$ cat src/rtl/pattern_tx.sv
// Serial pattern transmitter: shifts a selected code word out MSB-first on sout,
// optionally repeating it with idle-low gaps; drives the detector FSMs' w input.
module pattern_tx #(
  parameter int WORD_W     = 4,
  parameter int GAP_CYCLES = 2,
  parameter int CNT_W      = 3
) (
  input  logic              clock,
  input  logic              resetn,
  input  logic              start,
  input  logic [1:0]        sel,
  input  logic [WORD_W-1:0] data_in,
  input  logic [CNT_W-1:0]  reps,
  input  logic              abort,
  output logic              sout,
  output logic              bit_valid,
  output logic              busy,
  output logic              done,
  output logic [3:0]        state
);

  // Handshake: start is taken only in IDLE; busy stays high for the whole
  // transmission (SEND and GAP); done pulses one cycle afterwards unless aborted.
  localparam int BC_W = (WORD_W > 1) ? $clog2(WORD_W) : 1;
  localparam int GC_W = (GAP_CYCLES > 1) ? $clog2(GAP_CYCLES) : 1;
  localparam logic [BC_W-1:0] BIT_LAST = BC_W'(WORD_W - 1);
  localparam logic [GC_W-1:0] GAP_LOAD = GC_W'((GAP_CYCLES > 0) ? GAP_CYCLES - 1 : 0);

  typedef enum logic [3:0] {
    IDLE = 4'd0,
    SEND = 4'd1,
    GAP  = 4'd2,
    DONE = 4'd3
  } state_t;

  state_t            state_q;
  logic [WORD_W-1:0] shift_q;
  logic [WORD_W-1:0] word_q;
  logic [BC_W-1:0]   bit_q;
  logic [CNT_W-1:0]  rep_q;
  logic [GC_W-1:0]   gap_q;
  logic [WORD_W-1:0] sel_word;
  logic              in_tx;

  always_comb begin
    sel_word = '0;
    case (sel)
      2'b00:   sel_word = {WORD_W{1'b1}};
      2'b01:   sel_word = WORD_W'(4'b1101);
      2'b10:   sel_word = data_in;
      default: sel_word = ~data_in;
    endcase
  end

  assign in_tx = (state_q == SEND) || (state_q == GAP);

  always_ff @(posedge clock) begin
    if (!resetn || (in_tx && abort)) begin
      state_q <= IDLE;
      shift_q <= '0;
      word_q  <= '0;
      bit_q   <= '0;
      rep_q   <= '0;
      gap_q   <= '0;
    end else begin
      case (state_q)
        IDLE: begin
          if (start) begin
            shift_q <= sel_word;
            word_q  <= sel_word;
            bit_q   <= BIT_LAST;
            rep_q   <= reps;
            state_q <= SEND;
          end
        end
        SEND: begin
          shift_q <= shift_q << 1;
          bit_q   <= bit_q - 1'b1;
          if (bit_q == '0) begin
            if (rep_q == '0) begin
              bit_q   <= '0;
              state_q <= DONE;
            end else if (GAP_CYCLES > 0) begin
              gap_q   <= GAP_LOAD;
              state_q <= GAP;
            end else begin
              // Back-to-back repeat: reload the unshifted copy immediately.
              shift_q <= word_q;
              bit_q   <= BIT_LAST;
              rep_q   <= rep_q - 1'b1;
            end
          end
        end
        GAP: begin
          gap_q <= gap_q - 1'b1;
          if (gap_q == '0) begin
            shift_q <= word_q;
            bit_q   <= BIT_LAST;
            rep_q   <= rep_q - 1'b1;
            state_q <= SEND;
          end
        end
        DONE:    state_q <= IDLE;
        default: state_q <= IDLE;
      endcase
    end
  end

  assign sout      = (state_q == SEND) && shift_q[WORD_W-1];
  assign bit_valid = (state_q == SEND);
  assign busy      = in_tx;
  assign done      = (state_q == DONE);
  assign state     = state_q;

endmodule
$ cat config.mk
export PLATFORM = sky130hd
export DESIGN_NAME = pattern_tx
export DESIGN_NICKNAME = d
export VERILOG_FILES = /design/src/rtl/pattern_tx.sv
export SDC_FILE = /design/constraint.sdc
export NUM_CORES = 1
export LEC_CHECK = 0
export ABC_AREA = 1
export ABC_CLOCK_PERIOD_IN_PS = 2029
export CORE_MARGIN = 10
export CORE_UTILIZATION = 48
export CTS_BUF_LIST = sky130_fd_sc_hd__clkbuf_8
export DETAILED_ROUTE_END_ITERATION = 10
export GPL_TIMING_DRIVEN = 0
export PLACE_DENSITY = 0.78
export SLEW_MARGIN = 20
export SYNTH_ARGS = -nofsm -noshare
export SYNTH_HDL_FRONTEND = slang
export SYNTH_SLANG_ARGS = --single-unit
$ cat constraint.sdc
create_clock -name clock -period 2.03 [get_ports clock]
set_input_delay 0.406 -clock clock [delete_from_list [all_inputs] [get_ports clock]]
set_output_delay 0.406 -clock clock [all_outputs]
set_load 0.05 [all_outputs]
==> results of run 1 <==
[area by class of cell]
cell class / instances / area, um2 / share of cell area [%]
flip-flops and latches: 16 / 320 / 24.7
repair buffers: 18 / 175 / 13.5
plain buffers: 4 / 37.5 / 2.90
well taps: 27 / 33.8 / 2.61
clock buffers: 3 / 41.3 / 3.19
inverters: 25 / 93.8 / 7.25
multi-input cells: 113 / 593 / 45.8
[power breakdown]
part	internal [mW]	switching, mW
combinational	0.358	0.680
clock	0.131	0.105
sequential	0.441	0.0871
total	0.930	0.872
[critical path, cell delays in order, from the launching register on]
cell	delay (ns)
dfxtp_1	0.44
ha_2	0.34
clkdlybuf4s15_1	0.53
[registers in the layout, indices dropped and copies added (netlist names)]
register  count
state         2
shift_q       4
gap_q         1
bit_q         2
rep_q         3
word_q        4
[routing by layer]
metal	track usage, %	vias to the layer above	share of wire (%)
li1	-	533	-
met1	12.8	450	45
met2	17.8	29	45
met3	4.68	4	7.9
met4	7.85	0	2.0
met5	0	-	0
[stage by stage]
| step | utilization, % | instance area, um2 | hold slack, ns | power, mW |
|---|---|---|---|---|
| 2_1_floorplan | - | 1040 | 0.445 | 1.32 |
| 3_3_place_gp | 62.9 | 1260 | 0.455 | 1.56 |
| 3_5_place_dp | 62.9 | 1260 | 0.472 | 1.59 |
| 4_1_cts | 64.9 | 1300 | 0.479 | 1.82 |
| 5_1_grt | 64.7 | 1290 | 0.512 | 1.98 |
| 6_report | 64.7 | 1290 | 0.478 | 1.80 |
[kinds of logic (layout without fill, tap and decap cells)]
kind of cell / Yosys count / count (layout) / synth area share (%)
other: 1 / 2 / 0.362
DFF: 16 / 16 / 30.9
AOI/OAI and AO/OA: 32 / 32 / 15.7
buffers and inverters: 29 / 50 / 12.7
adders and majority gates: 7 / 7 / 8.45
and+or+nand+nor: 72 / 72 / 31.9
[cells in the final DEF (no fill, tap or decap)]
cell type	Yosys	routed
clkdlybuf4s15_2	0	1
a21oi_1	11	11
dlygate4sd2_1	0	1
nand3b_1	1	1
nand2_1	34	34
clkbuf_8	0	3
buf_4	2	2
clkdlybuf4s50_1	0	14
o21ai_0	18	18
clkdlybuf4s15_1	0	1
nand2_4	2	2
ha_1	7	5
nor2_1	21	21
nand2_8	1	1
o211ai_1	1	1
ha_2	0	2
dfxtp_1	16	16
o21ai_1	2	2
nand2_2	1	1
nand3_1	10	10
inv_1	25	25
nor2_2	1	1
buf_6	2	2
buf_2	0	1
conb_1	1	2
nor2_4	1	1
[path summary, 6_finish.rpt]
path | from | end | slack [ns] | cells after the start
setup / recovery | state[0]$_SDFFE_PP0P_ | bit_valid | 0.07 | 2
hold / removal | rep_q[2]$_SDFFE_PP0P_ | rep_q[2]$_SDFFE_PP0P_ | 0.48 | 2
setup reg to reg | state[0]$_SDFFE_PP0P_ | word_q[1]$_SDFFE_PP0P_ | 0.42 | 8
hold reg to reg | rep_q[2]$_SDFFE_PP0P_ | rep_q[2]$_SDFFE_PP0P_ | 0.48 | 2
==> impl_metrics.ini, run 1 <==
[cells_and_area]
fill_cells = 198
diodes = 0
areaGrowthSynthToFinish_pct = 25.0
final_cells = 206
fin_nets = 201
drive_above_1_share_pct = 9.50

[synthesis]
synth_area_um2 = 1040
yosys_register_bits = 16
yosysTopAreaCell = dfxtp_1
synth_area_leaders = dfxtp_1, nand2_1, inv_1
ys_seq_area_share_pct = 30.9
synth_edf_count = 0
synthFlopType = dfxtp_1
synth_top_cell_area_share_pct = 30.9
avgSynthCellArea_um2 = 6.60
netlist_instances = 157
ys_warn_count = 0
yosysUniqueCellTypes = 19
async_reset_ff_share_pct = 0
synth.most_common_cell = nand2_1
synthTopCellsByCount = nand2_1, inv_1, nor2_1, o21ai_0, dfxtp_1

[routing]
ant_nets = 0
drc_errors = 0
vias = 1016
vias_per_cell = 4.93
drtPass1Iterations = 4
routedWlPerCell_um = 11.4
drt_iter0_drc = 31
wl_um = 2350

[critical_path]
worst-path-max-fanout = 9
end_kind = primary output
critPathLaunchType = register
path_class = reg -> out
arrival_ns = 1.56
cp.required_ns = 1.62

[sta]
tns_ns = 0
fin_skew_ns = 0.00289
worst_pin_slew_ns = 0.496
timing.final.ws_setup_ns = 0.0678
fmax_mhz = 510
timing.final.crit_share_pct = 96.7
rsz0062_at_grt = false
timing.final.crit_period_ns = 1.96
hold_violations = 0
finalSetupViolations = 0
maxSlewHeadroom_pct = 66.8
slew_viol_final = 0

[clock_tree]
tritoncts = yes
cts_hold_buf = 0
cts_sinks = 16
cts_buffers = 3
htreeDepth = 1
clk_pin_slew_ns = 0.06
clockRootBuffer = clkbuf_8
worstSkewPairLatency_ns = 0.25
cts_setup_buffers = 0
cts_resized = 8
clockBufferDepth = 2

[global_routing]
grt_util_all_layers_pct = 11.6
grt_antenna_before_repair = 0
grt_overflow = 0
grt_max_degree = 11
grt_pass1_wl_um = 4060
grt_pass1_vias = 1002

[outcome]
run_status = complete, no violations

[floorplanning]
die_h_um = 66.5
core_um2 = 2000
start_util_pct = 51.8
core.rowCount = 16
fp.dieW_um = 66.5
ios = 21
die_area_um2 = 4420

[placement]
place_worst_setup_slack_ns = -0.154
io_buffer_count = 18
detailed_place_hpwl_um = 1860
numPlacedInstances = 203
place.gp.congestion = 0.845

[hold_path]
hold_class = reg -> reg

[flow_run]
drv_cap = 0

[power]
power.leakage_nw = 0.643
power_density_nw_per_um2 = 1390
ir_worst_vdd_uv = 1000
(Power assumes the default switching activity.)
==> inputs of run 2 (changes only) <==
Settings changed: CORE_UTILIZATION 48 to 25, PLACE_DENSITY 0.78 to 0.48.
==> run 2 against run 1 <==
  * Non-clock buffer count unchanged
  * Combinational power about the same
  * Power up 1.2%
  * Largest cell class unchanged
==> impl_metrics.ini, run 2 (synthesized netlist as in run 1, its figures left out) <==
[floorplanning]
core.rowCount = 23
ios = 21
start_util_pct = 25.9
die_area_um2 = 7120
core_um2 = 4000
die_h_um = 84.4
fp.dieW_um = 84.4

[cells_and_area]
final_cells = 229
layout_common_cells = nand2_1, inv_1, nor2_1, o21ai_0, dfxtp_1
final_common_cell = nand2_1
areaGrowthSynthToFinish_pct = 28.9
diodes = 0
drive_above_1_share_pct = 9.50
fin_nets = 201
top_regs = shift_q x4, word_q x4, rep_q x3

[routing]
drtPass1Iterations = 4
vias_per_cell = 4.33
ant_nets = 0
drc_errors = 0
wl_um = 2550
drt_iter0_drc = 54
routedWlPerCell_um = 11.1
vias = 992

[power]
power.internal_uw = 937
power.switching_uw = 887
p_comb_share_pct = 57.7
power_mw = 1.82
power_frac_seq_pct = 29.0
switching_share_pct = 48.6
ir_worst_vdd_uv = 509
clock_power_share_pct = 13.3
power.leakage_nw = 0.660
power_density_nw_per_um2 = 1370

[sta]
tns_ns = 0
hold_violations = 0
timing.final.crit_share_pct = 95.4
rsz0062_at_grt = false
maxSlewHeadroom_pct = 66.0
worst_pin_slew_ns = 0.510
fin_skew_ns = 0.00187
fmax_mhz = 516
finalSetupViolations = 0
slew_viol_final = 0
timing.final.crit_period_ns = 1.94

[outcome]
run_status = complete, no violations

[placement]
detailed_place_hpwl_um = 2080
numPlacedInstances = 226
io_buffer_count = 18
place.gp.congestion = 0.767

[clock_tree]
cts_hold_buf = 0
clockRootBuffer = clkbuf_8
clk_pin_slew_ns = 0.06
htreeDepth = 1
worstSkewPairLatency_ns = 0.25
cts_sinks = 16
clockBufferDepth = 2
cts_buffers = 3
tritoncts = yes

[global_routing]
grt_overflow = 0
grt_antenna_before_repair = 0
use_met1_pct = 8.14
grtUsageMet2_pct = 13.0
grt_pass1_vias = 1053
grt_util_all_layers_pct = 7.54
gr-max-usage-layer = met2
grt_pass1_wl_um = 4550
grt_max_degree = 11
met3_usage_pct = 3.57

[flow_run]
drv_cap = 0

[critical_path]
arrival_ns = 1.53
path_class = reg -> out
r2r_start = state[0]$_SDFFE_PP0P_
worstPathCellList = inv_1 -> ha_2 -> buf_2
end_kind = primary output
critPathMaxStageDelay_ns = 0.47
critPathLaunch = state[0]$_SDFFE_PP0P_
crit_slowest_cell = dfxtp_1
critPathLaunchType = register
cp.required_ns = 1.62
worst-path-max-fanout = 7

[hold_path]
hold_class = reg -> reg
hold_start = rep_q[2]$_SDFFE_PP0P_
==> run 2: what timing repair did <==
item | CTS | global route
setup endpoints to repair | 4 | 3
pin swaps | 0 | 0
cloned | 0 | 0
setup buffers | 0 | 0
gates resized for setup | 8 | 6
==> run 2: worst max-delay path: cells and delay by family (launching register included) <==
family	cells	cell delay, ns
adder cells (fa/ha/maj)	1	0.41
buffers and inverters	2	0.40
flip-flops	1	0.47
==> run 2: per-stage QoR <==
step | hold slack, ns | utilization, % | setup slack, ns | instance area, um2
final | 0.474 | 33.4 | 0.0936 | 1340
after global routing | 0.501 | 33.4 | 0.0116 | 1340
after CTS | 0.477 | 33.2 | 0.0122 | 1330
after detailed placement | 0.467 | 32.2 | -0.149 | 1290
after global placement | 0.458 | 32.2 | -0.134 | 1290
after floorplan | 0.445 | - | 0.000948 | 1040
==> run 2: layout make-up <==
| cell class | count | area [um2] |
|---|---|---|
| well taps | 50 | 62.6 |
| inverters | 25 | 93.8 |
| clock buffers | 3 | 41.3 |
| multi-input cells | 113 | 603 |
| repair buffers | 18 | 176 |
| flip-flops and latches | 16 | 320 |
| fillers | 458 | 2670 |
| plain buffers | 4 | 37.5 |
==> run 2: power by group through the flow <==
stage | sequential (mW) | clock (mW) | combinational (mW)
5_1_grt | 0.545 | 0.263 | 1.20
3_5_place_dp | 0.532 | 0 | 1.07
6_report | 0.528 | 0.243 | 1.05
4_1_cts | 0.526 | 0.250 | 1.07
2_1_floorplan | 0.566 | 0 | 0.755
3_3_place_gp | 0.527 | 0 | 1.07
==> run 2: routing by layer <==
layer / routed length, um / up-vias
li1: - / 534
met1: 1210 / 435
met2: 1160 / 21
met3: 167 / 2
met4: 15 / 0
met5: 0 / -
==> run 2: final timing paths <==
path	endpoint	slack, ns	cells after the start
worst min-delay path	rep_q[2]$_SDFFE_PP0P_	0.47	2
worst max register to register	word_q[1]$_SDFFE_PP0P_	0.35	8
worst max-delay path	busy	0.09	3
worst min register to register	rep_q[2]$_SDFFE_PP0P_	0.47	2
==> inputs of run 3 (changes only) <==
Settings changed: CORE_ASPECT_RATIO set to 0.75, CORE_UTILIZATION 25 to 56, PLACE_DENSITY 0.48 to 0.89, SLEW_MARGIN 20 to 15.
==> run 3 against run 2 <==
  * Wire length is 9.0% higher
  * Clock-buffer cell count stayed put
  * Setup slack worse by 0.011 ns
  * Highest routed layer unchanged
  * Critical path type unchanged
==> impl_metrics.ini, run 3 (synthesized netlist as in run 1, its figures left out) <==
[floorplanning]
fp.dieW_um = 69.7
die_area_um2 = 3990
core.rowCount = 13
die_h_um = 57.3
core_um2 = 1740
start_util_pct = 59.5
ios = 21

[clock_tree]
htreeDepth = 1
clk_pin_slew_ns = 0.06
cts_buffers = 3
clockRootBuffer = clkbuf_8
clockBufferDepth = 2
tritoncts = yes
cts_sinks = 16
worstSkewPairLatency_ns = 0.25

[global_routing]
grt_max_degree = 11
grt_pass1_vias = 1013
grt_pass1_wl_um = 4520
grt_antenna_before_repair = 0
grt_util_all_layers_pct = 13.7
grt_overflow = 0

[cells_and_area]
final_common_cell = nand2_1
diodes = 0
top_regs = shift_q x4, word_q x4, rep_q x3
areaGrowthSynthToFinish_pct = 24.2
post-route-util_pct = 73.9
drive_above_1_share_pct = 10.1
final_cells = 201
fin_nets = 201
layout_common_cells = nand2_1, inv_1, nor2_1, o21ai_0, dfxtp_1

[power]
power_mw = 1.84
ir_worst_vdd_uv = 820
power_density_nw_per_um2 = 1430
power.leakage_nw = 0.657

[critical_path]
worst-path-max-fanout = 9
r2r-end = gap_q$_SDFFE_PP0P_
cp.required_ns = 1.62
cp.buffers_inverters = 3
r2r_start = state[0]$_SDFFE_PP0P_
end_kind = primary output
critPathMaxStageDelay_ns = 0.36
reg2regPathDepth = 8
r2r_slack_ns = 0.38
path_class = reg -> out
crit_family = buffers and inverters
crit_slowest_cell = dfxtp_1
critPathLaunchType = register
crit_top_cell = inv_1
worstPathCellList = inv_1 -> ha_2 -> nand2_1 -> inv_1 -> clkdlybuf4s15_2
arrival_ns = 1.54

[routing]
drt_iter0_drc = 79
vias = 1031
vias_per_cell = 5.13
wl_um = 2780
drtPass1Iterations = 4
routedWlPerCell_um = 13.8
drc_errors = 0
ant_nets = 0

[sta]
tns_ns = 0
slew_viol_final = 0
fin_skew_ns = 0.00269
timing.final.crit_share_pct = 95.9
rsz0062_at_grt = false
timing.final.crit_period_ns = 1.95
worst_pin_slew_ns = 0.548
fmax_mhz = 513
maxSlewHeadroom_pct = 63.4
hold_violations = 0
finalSetupViolations = 0

[outcome]
run_status = complete, no violations

[hold_path]
hold_start = rep_q[2]$_SDFFE_PP0P_
hold-path-cell-count = 2
hold_class = reg -> reg
min_to = rep_q[2]$_SDFFE_PP0P_

[placement]
place.gp.congestion = 0.864
io_buffer_count = 18
numPlacedInstances = 198
detailed_place_hpwl_um = 2090

[flow_run]
drv_cap = 0
run 3: cell types whose count changed in the layout (fill, tap and decap cells not counted):
cell | before | now
clkbuf_2 | 0 | 1
clkdlybuf4s15_1 | 1 | 0
clkdlybuf4s15_2 | 0 | 1
clkdlybuf4s18_2 | 1 | 0
ha_2 | 1 | 2
ha_4 | 1 | 0
run 3: worst max-delay path by stage:
stage,from,to,cells after the start
2_1_floorplan,state[0]$_SDFFE_PP0P_,sout,3
3_3_place_gp,state[0]$_SDFFE_PP0P_,busy,3
3_5_place_dp,state[1]$_SDFFE_PP0P_,busy,3
4_1_cts,state[0]$_SDFFE_PP0P_,busy,3
5_1_grt,state[1]$_SDFFE_PP0P_,sout,5
6_report,state[1]$_SDFFE_PP0P_,sout,5
run 3: routing by layer:
metal	wire, um	vias to the layer above	track usage, %
met3	205	7	4.49
li1	-	536	-
met1	1200	448	16.1
met4	31	0	6.18
met5	0	-	0
met2	1350	40	22.4
run 3: area by class of cell:
| type | instances | area (um2) |
|---|---|---|
| tap | 22 | 27.5 |
| multi-input combinational | 113 | 593 |
| buffer | 4 | 37.5 |
| inverter | 25 | 93.8 |
| sequential | 16 | 320 |
| timing repair buffer | 18 | 173 |
| clock buffer | 3 | 41.3 |
| fill | 134 | 454 |
run 3: worst min-delay path, delay by kind of cell (launching register included):
family,cells,cell delay [ns]
flops,1,0.31
buf+inv,1,0.07
compound gates,1,0.07
run 3: repair_timing:
action	CTS	global route
resized for setup	9	4
setup endpoints to repair	4	3
hold buffers	0	0
setup buffers	0	0
run 3: stage by stage:
| step | setup WS (ns) | hold slack, ns | area, um2 |
|---|---|---|---|
| 2_1_floorplan | 0.000948 | 0.445 | 1040 |
| 3_3_place_gp | -0.0996 | 0.463 | 1250 |
| 3_5_place_dp | -0.144 | 0.481 | 1250 |
| 4_1_cts | 0.000142 | 0.495 | 1290 |
| 5_1_grt | 0.000566 | 0.509 | 1290 |
| 6_report | 0.0824 | 0.491 | 1290 |
run 3: power breakdown:
part	switching, mW	internal, mW	leakage (nW)
Combinational	0.714	0.353	0.503
Sequential	0.0921	0.441	0.133
Clock	0.103	0.132	0.0216
